### config.mk
export PLATFORM = sky130hd
export DESIGN_NAME = snake_engine
export DESIGN_NICKNAME = d
export VERILOG_FILES = /design/src/rtl/snake_pkg.sv /design/src/rtl/snake_body_fifo.sv /design/src/rtl/snake_engine.sv
export SDC_FILE = /design/constraint.sdc
export NUM_CORES = 1
export LEC_CHECK = 0
export BUFFER_PORTS_ARGS = -buffer_cell sky130_fd_sc_hd__buf_2
export CAP_MARGIN = 5
export CELL_PAD_IN_SITES_DETAIL_PLACEMENT = 0
export CELL_PAD_IN_SITES_GLOBAL_PLACEMENT = 2
export CORE_MARGIN = 3
export CORE_UTILIZATION = 45
export CTS_CLUSTER_DIAMETER = 150
export CTS_CLUSTER_SIZE = 40
export DETAILED_ROUTE_END_ITERATION = 8
export GPL_TIMING_DRIVEN = 1
export PLACE_DENSITY = 0.89
export SLEW_MARGIN = 20
export SYNTH_ARGS = -nofsm -noshare
export SYNTH_HDL_FRONTEND = slang
export SYNTH_SLANG_ARGS = --single-unit
### constraint.sdc
create_clock -name clk -period 21.1 [get_ports clk]
set_input_delay 6.33 -clock clk [delete_from_list [all_inputs] [get_ports clk]]
set_output_delay 6.33 -clock clk [all_outputs]
set_load 0.02 [all_outputs]
### src/rtl/snake_pkg.sv
//------------------------------------------------------------------------------
// snake_pkg
// Shared encodings for the snake game engine: cell read codes, direction codes
// and the controller state enumeration.
// Revision: 1.0
//------------------------------------------------------------------------------
`default_nettype none

package snake_pkg;

   // Cell read codes returned on rd_cell
   localparam logic [1:0] CELL_EMPTY = 2'd0;
   localparam logic [1:0] CELL_BODY  = 2'd1;
   localparam logic [1:0] CELL_HEAD  = 2'd2;
   localparam logic [1:0] CELL_APPLE = 2'd3;

   // Direction codes; opposite directions differ only in bit 1
   localparam logic [1:0] DIR_UP    = 2'd0;
   localparam logic [1:0] DIR_RIGHT = 2'd1;
   localparam logic [1:0] DIR_DOWN  = 2'd2;
   localparam logic [1:0] DIR_LEFT  = 2'd3;

   typedef enum logic [2:0] {
      S_IDLE  = 3'd0,
      S_INIT  = 3'd1,
      S_RUN   = 3'd2,
      S_PLACE = 3'd3,
      S_DEAD  = 3'd4,
      S_WIN   = 3'd5
   } state_t;

endpackage

`default_nettype wire

### src/rtl/snake_body_fifo.sv
//------------------------------------------------------------------------------
// snake_body_fifo
// Circular buffer of (x,y) body segments. The head is the most recently pushed
// entry, the tail the oldest. Push and pop may happen in the same cycle.
// Ports:
//   clk, rst            clock, synchronous active-high reset
//   clr_i               empty the buffer (new game)
//   push_i/push_x_i/_y_i append a new head segment
//   pop_i               drop the tail segment
//   head_x_o/head_y_o   newest segment (undefined while count_o == 0)
//   tail_x_o/tail_y_o   oldest segment (undefined while count_o == 0)
//   count_o             number of stored segments
// Revision: 1.0
//------------------------------------------------------------------------------
`default_nettype none

module snake_body_fifo
   import snake_pkg::*;
#(
   parameter int MAX_LEN = 32,
   parameter int XB      = 4,
   parameter int YB      = 4,
   parameter int LB      = 6
) (
   input  logic          clk,
   input  logic          rst,
   input  logic          clr_i,
   input  logic          push_i,
   input  logic [XB-1:0] push_x_i,
   input  logic [YB-1:0] push_y_i,
   input  logic          pop_i,
   output logic [XB-1:0] head_x_o,
   output logic [YB-1:0] head_y_o,
   output logic [XB-1:0] tail_x_o,
   output logic [YB-1:0] tail_y_o,
   output logic [LB-1:0] count_o
);

   localparam int PB = (MAX_LEN > 1) ? $clog2(MAX_LEN) : 1;
   localparam logic [PB-1:0] PTR_LAST = PB'(MAX_LEN - 1);

   logic [XB+YB-1:0] mem_q [MAX_LEN];
   logic [PB-1:0]    wr_ptr_q, wr_ptr_d;
   logic [PB-1:0]    rd_ptr_q, rd_ptr_d;
   logic [PB-1:0]    hd_ptr_q, hd_ptr_d;
   logic [LB-1:0]    count_q, count_d;

   function automatic logic [PB-1:0] ptr_inc(input logic [PB-1:0] p);
      return (p == PTR_LAST) ? '0 : p + PB'(1);
   endfunction

   always_comb begin
      wr_ptr_d = wr_ptr_q;
      rd_ptr_d = rd_ptr_q;
      hd_ptr_d = hd_ptr_q;
      count_d  = count_q;
      if (clr_i) begin
         wr_ptr_d = '0;
         rd_ptr_d = '0;
         hd_ptr_d = '0;
         count_d  = '0;
      end else begin
         if (push_i) begin
            wr_ptr_d = ptr_inc(wr_ptr_q);
            hd_ptr_d = wr_ptr_q;
         end
         if (pop_i) begin
            rd_ptr_d = ptr_inc(rd_ptr_q);
         end
         if (push_i && !pop_i) begin
            count_d = count_q + LB'(1);
         end else if (!push_i && pop_i) begin
            count_d = count_q - LB'(1);
         end
      end
   end

   always_ff @(posedge clk) begin
      if (rst) begin
         wr_ptr_q <= '0;
         rd_ptr_q <= '0;
         hd_ptr_q <= '0;
         count_q  <= '0;
      end else begin
         wr_ptr_q <= wr_ptr_d;
         rd_ptr_q <= rd_ptr_d;
         hd_ptr_q <= hd_ptr_d;
         count_q  <= count_d;
      end
   end

   // Storage needs no reset: entries are only read once count covers them.
   // On a full push+pop the write lands on the slot being popped.
   always_ff @(posedge clk) begin
      if (push_i && !clr_i) begin
         mem_q[wr_ptr_q] <= {push_x_i, push_y_i};
      end
   end

   assign {head_x_o, head_y_o} = mem_q[hd_ptr_q];
   assign {tail_x_o, tail_y_o} = mem_q[rd_ptr_q];
   assign count_o              = count_q;

endmodule

`default_nettype wire

### src/rtl/snake_engine.sv
//------------------------------------------------------------------------------
// snake_engine
// Snake game core: body buffer plus occupancy bitmap, move/collision/apple
// logic and a linear apple-placement scan.
// Ports:
//   clk, rst                  clock, synchronous active-high reset
//   start                     begin a new game (wins over step)
//   step, dir                 move request and direction (0 up,1 right,2 down,3 left)
//   seed                      linear start index for the apple scan
//   rd_x, rd_y -> rd_cell     combinational cell query (0 empty,1 body,2 head,3 apple)
//   head_x/head_y, apple_x/apple_y, length, score
//   alive, busy, step_done, won  game status
// Revision: 1.0
//------------------------------------------------------------------------------
`default_nettype none

module snake_engine
   import snake_pkg::*;
#(
   parameter int SIZE_X   = 10,
   parameter int SIZE_Y   = 10,
   parameter int MAX_LEN  = 32,
   parameter int INIT_LEN = 4,
   parameter int WRAP     = 0,
   localparam int XB = $clog2(SIZE_X),
   localparam int YB = $clog2(SIZE_Y),
   localparam int NB = $clog2(SIZE_X * SIZE_Y),
   localparam int LB = $clog2(MAX_LEN + 1)
) (
   input  logic          clk,
   input  logic          rst,
   input  logic          start,
   input  logic          step,
   input  logic [1:0]    dir,
   input  logic [NB-1:0] seed,
   input  logic [XB-1:0] rd_x,
   input  logic [YB-1:0] rd_y,
   output logic [1:0]    rd_cell,
   output logic [XB-1:0] head_x,
   output logic [YB-1:0] head_y,
   output logic [XB-1:0] apple_x,
   output logic [YB-1:0] apple_y,
   output logic [LB-1:0] length,
   output logic [15:0]   score,
   output logic          alive,
   output logic          busy,
   output logic          step_done,
   output logic          won
);

   localparam int N = SIZE_X * SIZE_Y;
   localparam logic [XB-1:0] X_MAX     = XB'(SIZE_X - 1);
   localparam logic [YB-1:0] Y_MAX     = YB'(SIZE_Y - 1);
   localparam logic [NB-1:0] IDX_LAST  = NB'(N - 1);
   localparam logic [LB-1:0] LEN_FULL  = LB'(MAX_LEN);
   localparam logic [LB-1:0] INIT_LAST = LB'(INIT_LEN - 1);

   function automatic logic [NB-1:0] lin(input logic [XB-1:0] x, input logic [YB-1:0] y);
      return NB'(int'(y) * SIZE_X + int'(x));
   endfunction

   state_t        state_q, state_d;
   logic [1:0]    dir_q, dir_d;
   logic [LB-1:0] init_cnt_q, init_cnt_d;
   logic [NB-1:0] scan_idx_q, scan_idx_d;
   logic [NB-1:0] scan_cnt_q, scan_cnt_d;
   logic [XB-1:0] apple_x_q, apple_x_d;
   logic [YB-1:0] apple_y_q, apple_y_d;
   logic          apple_vld_q, apple_vld_d;
   logic [15:0]   score_q, score_d;
   logic          alive_q, alive_d;
   logic          won_q, won_d;
   logic          step_done_q, step_done_d;
   logic [N-1:0]  occ_q, occ_d;

   // Body buffer
   logic          fifo_clr, fifo_push, fifo_pop;
   logic [XB-1:0] push_x, fifo_head_x, tail_x;
   logic [YB-1:0] push_y, fifo_head_y, tail_y;
   logic [LB-1:0] count;

   snake_body_fifo #(
      .MAX_LEN (MAX_LEN),
      .XB      (XB),
      .YB      (YB),
      .LB      (LB)
   ) u_body (
      .clk      (clk),
      .rst      (rst),
      .clr_i    (fifo_clr),
      .push_i   (fifo_push),
      .push_x_i (push_x),
      .push_y_i (push_y),
      .pop_i    (fifo_pop),
      .head_x_o (fifo_head_x),
      .head_y_o (fifo_head_y),
      .tail_x_o (tail_x),
      .tail_y_o (tail_y),
      .count_o  (count)
   );

   // An empty body reports the head at the origin so reset outputs are zero
   assign head_x = (count != '0) ? fifo_head_x : '0;
   assign head_y = (count != '0) ? fifo_head_y : '0;

   // Move target evaluation
   logic [1:0]    new_dir;
   logic [XB-1:0] tx;
   logic [YB-1:0] ty;
   logic          wall;
   logic [NB-1:0] tidx, tail_idx, seed_start;
   logic          eat, grow, hit;

   always_comb begin
      // A 180-degree reversal flips only bit 1 of the direction code
      new_dir = (dir == (dir_q ^ 2'd2)) ? dir_q : dir;
      tx      = head_x;
      ty      = head_y;
      wall    = 1'b0;
      case (new_dir)
         DIR_UP: begin
            if (head_y == '0) begin
               wall = (WRAP == 0);
               ty   = Y_MAX;
            end else begin
               ty = head_y - YB'(1);
            end
         end
         DIR_RIGHT: begin
            if (head_x == X_MAX) begin
               wall = (WRAP == 0);
               tx   = '0;
            end else begin
               tx = head_x + XB'(1);
            end
         end
         DIR_DOWN: begin
            if (head_y == Y_MAX) begin
               wall = (WRAP == 0);
               ty   = '0;
            end else begin
               ty = head_y + YB'(1);
            end
         end
         default: begin
            if (head_x == '0) begin
               wall = (WRAP == 0);
               tx   = X_MAX;
            end else begin
               tx = head_x - XB'(1);
            end
         end
      endcase
   end

   assign tidx       = lin(tx, ty);
   assign tail_idx   = lin(tail_x, tail_y);
   assign eat        = apple_vld_q && (tx == apple_x_q) && (ty == apple_y_q);
   assign grow       = eat && (count != LEN_FULL);
   // The tail cell is vacated in the same move unless the body grows
   assign hit        = occ_q[tidx] && !(!grow && (tidx == tail_idx));
   assign seed_start = (seed <= IDX_LAST) ? seed : '0;

   // Next-state and datapath
   always_comb begin
      state_d     = state_q;
      dir_d       = dir_q;
      init_cnt_d  = init_cnt_q;
      scan_idx_d  = scan_idx_q;
      scan_cnt_d  = scan_cnt_q;
      apple_x_d   = apple_x_q;
      apple_y_d   = apple_y_q;
      apple_vld_d = apple_vld_q;
      score_d     = score_q;
      alive_d     = alive_q;
      won_d       = won_q;
      step_done_d = 1'b0;
      occ_d       = occ_q;
      fifo_clr    = 1'b0;
      fifo_push   = 1'b0;
      fifo_pop    = 1'b0;
      push_x      = '0;
      push_y      = '0;

      if (start) begin
         state_d     = S_INIT;
         dir_d       = DIR_RIGHT;
         init_cnt_d  = '0;
         apple_x_d   = '0;
         apple_y_d   = '0;
         apple_vld_d = 1'b0;
         score_d     = '0;
         alive_d     = 1'b1;
         won_d       = 1'b0;
         occ_d       = '0;
         fifo_clr    = 1'b1;
      end else begin
         case (state_q)
            S_INIT: begin
               push_x    = XB'(init_cnt_q) + XB'(1);
               push_y    = YB'(1);
               fifo_push = 1'b1;
               occ_d[lin(push_x, push_y)] = 1'b1;
               if (init_cnt_q == INIT_LAST) begin
                  state_d    = S_PLACE;
                  scan_idx_d = seed_start;
                  scan_cnt_d = '0;
               end else begin
                  init_cnt_d = init_cnt_q + LB'(1);
               end
            end
            S_PLACE: begin
               if (!occ_q[scan_idx_q]) begin
                  apple_x_d   = XB'(scan_idx_q % SIZE_X);
                  apple_y_d   = YB'(scan_idx_q / SIZE_X);
                  apple_vld_d = 1'b1;
                  state_d     = S_RUN;
                  step_done_d = 1'b1;
               end else if (scan_cnt_q == IDX_LAST) begin
                  won_d   = 1'b1;
                  alive_d = 1'b0;
                  state_d = S_WIN;
               end else begin
                  scan_idx_d = (scan_idx_q == IDX_LAST) ? '0 : scan_idx_q + NB'(1);
                  scan_cnt_d = scan_cnt_q + NB'(1);
               end
            end
            S_RUN: begin
               if (step) begin
                  if (wall || hit) begin
                     alive_d = 1'b0;
                     state_d = S_DEAD;
                  end else begin
                     dir_d     = new_dir;
                     fifo_push = 1'b1;
                     push_x    = tx;
                     push_y    = ty;
                     fifo_pop  = !grow;
                     // Clear before set so a head entering the old tail cell stays marked
                     if (!grow) begin
                        occ_d[tail_idx] = 1'b0;
                     end
                     occ_d[tidx] = 1'b1;
                     if (eat) begin
                        if (score_q != 16'hFFFF) begin
                           score_d = score_q + 16'd1;
                        end
                        state_d    = S_PLACE;
                        scan_idx_d = seed_start;
                        scan_cnt_d = '0;
                     end else begin
                        step_done_d = 1'b1;
                     end
                  end
               end
            end
            S_IDLE, S_DEAD, S_WIN: begin
            end
            default: state_d = S_IDLE;
         endcase
      end
   end

   always_ff @(posedge clk) begin
      if (rst) begin
         state_q     <= S_IDLE;
         dir_q       <= '0;
         init_cnt_q  <= '0;
         scan_idx_q  <= '0;
         scan_cnt_q  <= '0;
         apple_x_q   <= '0;
         apple_y_q   <= '0;
         apple_vld_q <= 1'b0;
         score_q     <= '0;
         alive_q     <= 1'b0;
         won_q       <= 1'b0;
         step_done_q <= 1'b0;
         occ_q       <= '0;
      end else begin
         state_q     <= state_d;
         dir_q       <= dir_d;
         init_cnt_q  <= init_cnt_d;
         scan_idx_q  <= scan_idx_d;
         scan_cnt_q  <= scan_cnt_d;
         apple_x_q   <= apple_x_d;
         apple_y_q   <= apple_y_d;
         apple_vld_q <= apple_vld_d;
         score_q     <= score_d;
         alive_q     <= alive_d;
         won_q       <= won_d;
         step_done_q <= step_done_d;
         occ_q       <= occ_d;
      end
   end

   // Cell query: head wins over body, body over apple
   always_comb begin
      rd_cell = CELL_EMPTY;
      if ((rd_x <= X_MAX) && (rd_y <= Y_MAX)) begin
         if ((count != '0) && (rd_x == head_x) && (rd_y == head_y)) begin
            rd_cell = CELL_HEAD;
         end else if (occ_q[lin(rd_x, rd_y)]) begin
            rd_cell = CELL_BODY;
         end else if (apple_vld_q && (rd_x == apple_x_q) && (rd_y == apple_y_q)) begin
            rd_cell = CELL_APPLE;
         end
      end
   end

   assign apple_x   = apple_x_q;
   assign apple_y   = apple_y_q;
   assign length    = count;
   assign score     = score_q;
   assign alive     = alive_q;
   assign busy      = (state_q != S_RUN);
   assign step_done = step_done_q;
   assign won       = won_q;

endmodule

`default_nettype wire

==> reports/metrics.cfg, run 1 <==
[run_status]
outcome = finished clean

[floorplanning]
die_area_um2 = 59800
core.rowCount = 86
io_pins = 65
die_width_um = 245
core_um2 = 55700
die_h_um = 245
initial_core_util_pct = 45.9

[setup_path]
cp-start-kind = input pin
reg2reg_to = u_body.count_o[5]
crit_fanout = 25
r2r_slack_ns = 10.07
critPathKind = input pin to primary output
ff2ff_path_depth = 32
cp.required_ns = 14.77
endpoint_kind = primary output
arrival_ns = 9.45

[clocking]
post_cts_buffers = 0
h-tree-depth = 1
clk_latency_ns = 0.60
numClockSinks = 440
cts_root_buf = clkbuf_16
cts_made_buffers = 16
postCtsHoldBufs = 0
cts_resized = 0
path_clk_slew_ns = 0.15
cts_tree = yes
cts_max_path_buffers = 3

[pwr]
leakage_uw = 0.00864
total_power_uw = 1780
vdd_drop_max_mv = 0.0629
power_density_nw_per_um2 = 65.5

[flow_run]
drv_cap = 0

[detailed_routing]
dr_total_vias = 19900
ant_nets = 0
drt_pass1_iterations = 6
route.detailed.drc = 0
routed_wl_mm = 81.3
wl_per_cell_um = 27.7
drtIter0Drc = 2381
vias_per_cell = 6.78

[sta]
whs_ns = 0.492
fin_skew_ns = 0.0840
slew_violations = 0
period_needed_ns = 15.78
rsz0062_at_grt = no
final.setup.tns_ns = 0
slew_headroom_pct = 24.9
clock.fmax_mhz = 63.4
period_share_pct = 74.8
setup_viol = 0
hold_viol = 0
tightestPinTransition_ns = 1.12
setup_ws_ns = 5.32

[min_path]
holdPathEnd = scan_cnt_q[6]
worstHoldStart = scan_cnt_q[6]
hold_class = flop to flop
hold-path-cell-count = 2

[grt]
grt_first_pass_wirelength_mm = 122
grt_max_degree = 109
track_usage_pct = 26.6
antenna_found_initial = 0
overflow = 0
grt_pass1_vias = 19000

[yosys]
ys_top_cells_by_area = edfxtp_1 30%, mux4_2 15%, dfxtp_1 14%
syn_area_um2 = 25600
synth_seq_cells = 440
synthArstFlopShare_pct = 0
synthesis.nets = 2264
synthDistinctLibCells = 95
ys.warnings.count = 0
synth.top_cell.area_share_pct = 30.0
synthCells = 2189
yosysTopAreaCell = edfxtp_1
ys_seq_area_share_pct = 44.4
syn_avg_cell_area_um2 = 11.7
synth_edf_count = 256
synth_ff_type = edfxtp_1

[place]
dp_slack_ns = 5.03
postPlaceCellArea_um2 = 26600
port_buffers = 64
hpwl_mm = 56.0
place.gp.congestion = 0.926

[cells_and_area]
nets = 2252
drive_gt1_share_pct = 18.4
antenna_cells = 0
fin_area_um2 = 27200
syn_to_final_growth_pct = 6.18
fill_cells = 5051

logic make-up (layout without fill, tap and decap cells):
family	count (synthesis)	after routing	synth area share [%]
AOI/OAI and AO/OA	571	571	15.0
xor gates and xnor gates	74	74	2.56
adders and majority gates	57	57	2.96
buffers and inverters	215	213	3.89
DFF	440	440	44.4
muxes	315	315	21.2
and+or+nand+nor	517	517	10.0
synth_stat cells, drive strengths merged, types with 42 or more instances:
cell and instances:
o311ai 104, inv 45, o21ai 148, dfxtp 184, edfxtp 256, nor2 156
ha 47, xnor2 42, a21oi 122, buf 50, mux2i 123, clkbuf 113
nand2 121, nor3 51, mux4 179
worst max-delay path, stage by stage:
cell	delay [ns]
buf_2	0.15
ha_2	0.81
mux4_2	0.42
mux4_2	0.52
mux4_2	0.49
nor2_1	0.11
a31oi_1	0.09
nand2b_1	0.20
a21oi_1	0.15
buf_2	0.18
cells in the final DEF (no fill, tap or decap), types with 8 or more instances in the layout:
cell type	n
nand2b_1	18
clkbuf_16	16
nand3_1	37
edfxtp_1	256
mux2_2	13
or2_2	9
buf_4	69
inv_1	42
and2_1	12
a21oi_1	122
nor2b_1	11
dfxtp_1	179
buf_2	64
o311ai_0	104
xnor2_1	42
ha_1	45
mux4_2	176
mux2i_1	122
a211oi_1	11
and3_1	18
or3_1	23
nand4_1	12
nand3b_1	8
a22oi_1	34
o21ai_1	25
xor2_1	31
nand2_1	121
a31oi_1	40
nor2_1	148
a21o_1	13
nor3_1	45
o21ai_0	122
worst max path at each step:
stage | start | to | slack [ns] | cells after the start
2_1_floorplan | rd_x[0] | rd_cell[1] | 5.30 | 9
3_3_place_gp | rd_x[1] | rd_cell[1] | 5.11 | 10
3_5_place_dp | rd_y[0] | rd_cell[1] | 5.03 | 10
4_1_cts | rd_y[0] | rd_cell[1] | 5.02 | 10
5_1_grt | rd_x[0] | rd_cell[1] | 5.14 | 9
6_report | rd_y[0] | rd_cell[1] | 5.32 | 10
state kept, by name, summed over array words and instances, names as in the netlist, 3 cells and up, named ones only:
signal           flops
scan_idx_q           7
init_cnt_q           6
u_body.wr_ptr_q      5
apple_y              4
u_body.mem_q       256
state_q              3
scan_cnt_q           7
u_body.rd_ptr_q      5
apple_x              4
u_body.hd_ptr_q      5
occ_q              100
u_body.count_o       6
score               16
area by class of cell:
type | instances | area (µm²) | share of cell area (%)
clock buffer | 24 | 440 | 1.62
multi-input combinational | 1534 | 13300 | 48.9
tap | 748 | 936 | 3.44
clock inverter | 4 | 92.6 | 0.341
inverter | 52 | 196 | 0.723
timing repair buffer | 133 | 838 | 3.08
sequential | 440 | 11400 | 41.9
stage by stage:
step | instances | utilization (%)
finish | 2935 | 48.8
global route | 2935 | 48.8
CTS | 2935 | 48.8
detailed placement | 2907 | 47.8
global placement | 2907 | 47.8
floorplan | 2189 | -
report_power, final:
group	total (µW)	leakage, µW	switching (µW)	internal, µW
clock	435	0.000249	279	156
sequential	919	0.00385	13.0	906
combinational	426	0.00454	297	129
metal layers:
metal / vias up / share of wire, % / track usage (%) / wire length (µm)
met5: - / 0 / 0 / 0
met4: 0 / 4.2 / 9.69 / 3420
met3: 187 / 8.7 / 4.04 / 7030
met2: 1085 / 46 / 42.0 / 37500
met1: 10000 / 41 / 37.5 / 33300
li1: 8613 / - / - / -
No activity file was read; power rests on OpenSTA's default activity.
==> run 2: changes to the inputs <==
--- a/config.mk
+++ b/config.mk
@@ -10,12 +10,12 @@
 export CELL_PAD_IN_SITES_DETAIL_PLACEMENT = 0
 export CELL_PAD_IN_SITES_GLOBAL_PLACEMENT = 2
 export CORE_MARGIN = 3
-export CORE_UTILIZATION = 45
+export CORE_UTILIZATION = 44
 export CTS_CLUSTER_DIAMETER = 150
 export CTS_CLUSTER_SIZE = 40
 export DETAILED_ROUTE_END_ITERATION = 8
 export GPL_TIMING_DRIVEN = 1
-export PLACE_DENSITY = 0.89
+export PLACE_DENSITY = 0.88
 export SLEW_MARGIN = 20
 export SYNTH_ARGS = -nofsm -noshare
 export SYNTH_HDL_FRONTEND = slang
==> constraint.sdc (replaced) <==
create_clock -name clk -period 14.75 [get_ports clk]
set_input_delay 4.425 -clock clk [delete_from_list [all_inputs] [get_ports clk]]
set_output_delay 4.425 -clock clk [all_outputs]
set_load 0.02 [all_outputs]
==> run 2 against run 1 <==
  * Final cell count up 0.17%
  * Combinational power rose by 41%
  * First-iteration DRC count up 1.8%
  * Via count about the same
  * Non-clock buffer count is 2 lower
  * Largest cell class unchanged
==> reports/metrics.cfg, run 2 (same netlist as run 1, synthesis figures left out) <==
[setup_path]
slowest_delay_ns = 0.77
critPathKind = input pin to flop
cp.required_ns = 15.27
crit_top_cell = a21oi_1
crit_fanout = 35
reg2reg_to = u_body.count_o[5]
arrival_ns = 13.62
cp-start-kind = input pin
endpoint_kind = flop
crit_slowest_cell = nor2_1
r2r_slack_ns = 3.49
ff2ff_path_depth = 33

[grt]
gr-max-usage-layer = met2
grt_pass1_vias = 19400
antenna_found_initial = 3
use_met1_pct = 36.8
grt_util_met2_pct = 43.0
overflow = 0
track_usage_pct = 26.7
use_met3_pct = 3.90
grt_max_degree = 104
grt_first_pass_wirelength_mm = 124

[pwr]
switching_share_pct = 33.1
p_int_uw = 1690
p_clk_share_pct = 24.1
switchingPower_uw = 835
power_frac_comb_pct = 23.7
leakage_uw = 0.00861
vdd_drop_max_mv = 0.0897
total_power_uw = 2530
power_density_nw_per_um2 = 93.1
seqPwrFrac_pct = 52.2

[cells_and_area]
fill_cells = 5117
final_common_cell = edfxtp_1
syn_to_final_growth_pct = 5.95
nets = 2249
largest_register_ffs = 256
top_register = u_body.mem_q
drive_gt1_share_pct = 18.3
final_cell_mix = 256 x edfxtp_1, 179 x dfxtp_1, 176 x mux4_2, 148 x nor2_1

[detailed_routing]
wl_per_cell_um = 28.0
routed_wl_mm = 82.2
route.detailed.drc = 0
drtIter0Drc = 2424
drt_pass1_iterations = 8
vias_per_cell = 6.77
ant_nets = 0
dr_total_vias = 19900

[sta]
rsz0062_at_grt = no
setup_ws_ns = 1.65
hold_viol = 0
period_share_pct = 88.8
slew_headroom_pct = 23.0
final.setup.tns_ns = 0
setup_viol = 0
clock.fmax_mhz = 76.3
fin_skew_ns = 0.0346
slew_violations = 0
tightestPinTransition_ns = 1.15
period_needed_ns = 13.10

[min_path]
hold_class = flop to flop
hold-path-cell-count = 2
worstHoldStart = scan_cnt_q[6]
holdPathEnd = scan_cnt_q[6]

[clocking]
cts_tree = yes
cts_max_path_buffers = 3
cts_made_buffers = 15
path_clk_slew_ns = 0.14
cts_root_buf = clkbuf_16
postCtsHoldBufs = 0
clk_latency_ns = 0.59
numClockSinks = 440
post_cts_buffers = 0
h-tree-depth = 1
cts_resized = 0

[place]
dp_slack_ns = 1.34
hpwl_mm = 56.6
port_buffers = 64
place.gp.congestion = 0.968

[floorplanning]
die_area_um2 = 61100
core.rowCount = 87
initial_core_util_pct = 45.0
core_um2 = 56900
die_h_um = 247
io_pins = 65
die_width_um = 247

[flow_run]
drv_cap = 0

[run_status]
outcome = finished clean

-- run 2: power groups by stage --
stage,clock [µW],combinational [µW],sequential (µW)
floorplan,0,415,1330
global route,653,643,1320
detailed placement,0,584,1350
finish,608,599,1320
CTS,619,586,1320
global placement,0,576,1340
-- run 2: how the worst max path moves through the flow --
stage	start	end	slack [ns]	cells past startpoint
global route	dir[0]	u_body.count_o[5]	0.98	30
finish	dir[0]	u_body.count_o[5]	1.65	30
CTS	dir[0]	u_body.count_o[5]	1.91	30
global placement	dir[0]	u_body.count_o[5]	1.63	30
detailed placement	dir[0]	u_body.count_o[5]	1.34	30
floorplan	rd_x[0]	rd_cell[1]	2.76	9
-- run 2: area by class of cell --
class,count,area [µm²],area share [%]
clock inverter,5,48.8,0.180
antenna,1,2.50,0.00923
sequential,440,11400,42.0
tap,756,946,3.49
timing repair buffer,131,826,3.04
clock buffer,21,419,1.55
inverter,52,196,0.724
multi-input combinational,1534,13300,49.0
-- run 2: metal layers --
metal | up-vias | share of wire [%]
met3 | 190 | 8.3
met2 | 1057 | 47
met1 | 10000 | 41
met4 | 2 | 4.5
met5 | - | 0.011
li1 | 8624 | -
-- run 2: worst max-delay path: cells and delay by family --
family          cells  cell delay [ns]
mux                 1             0.61
simple gates        7             2.50
fa+ha+maj           4             1.22
compound gates     11             2.98
buf+inv             4             0.79
xor+xnor            3             1.08
-- run 2: through the flow --
| stage | cells | utilization, % | instance area [µm²] | hold slack [ns] |
|---|---|---|---|---|
| floorplan | 2189 | - | 25600 | 0.441 |
| global placement | 2913 | 46.8 | 26600 | 0.455 |
| detailed placement | 2913 | 46.8 | 26700 | 0.460 |
| CTS | 2939 | 47.6 | 27100 | 0.498 |
| global route | 2939 | 47.6 | 27100 | 0.520 |
| finish | 2940 | 47.6 | 27100 | 0.493 |
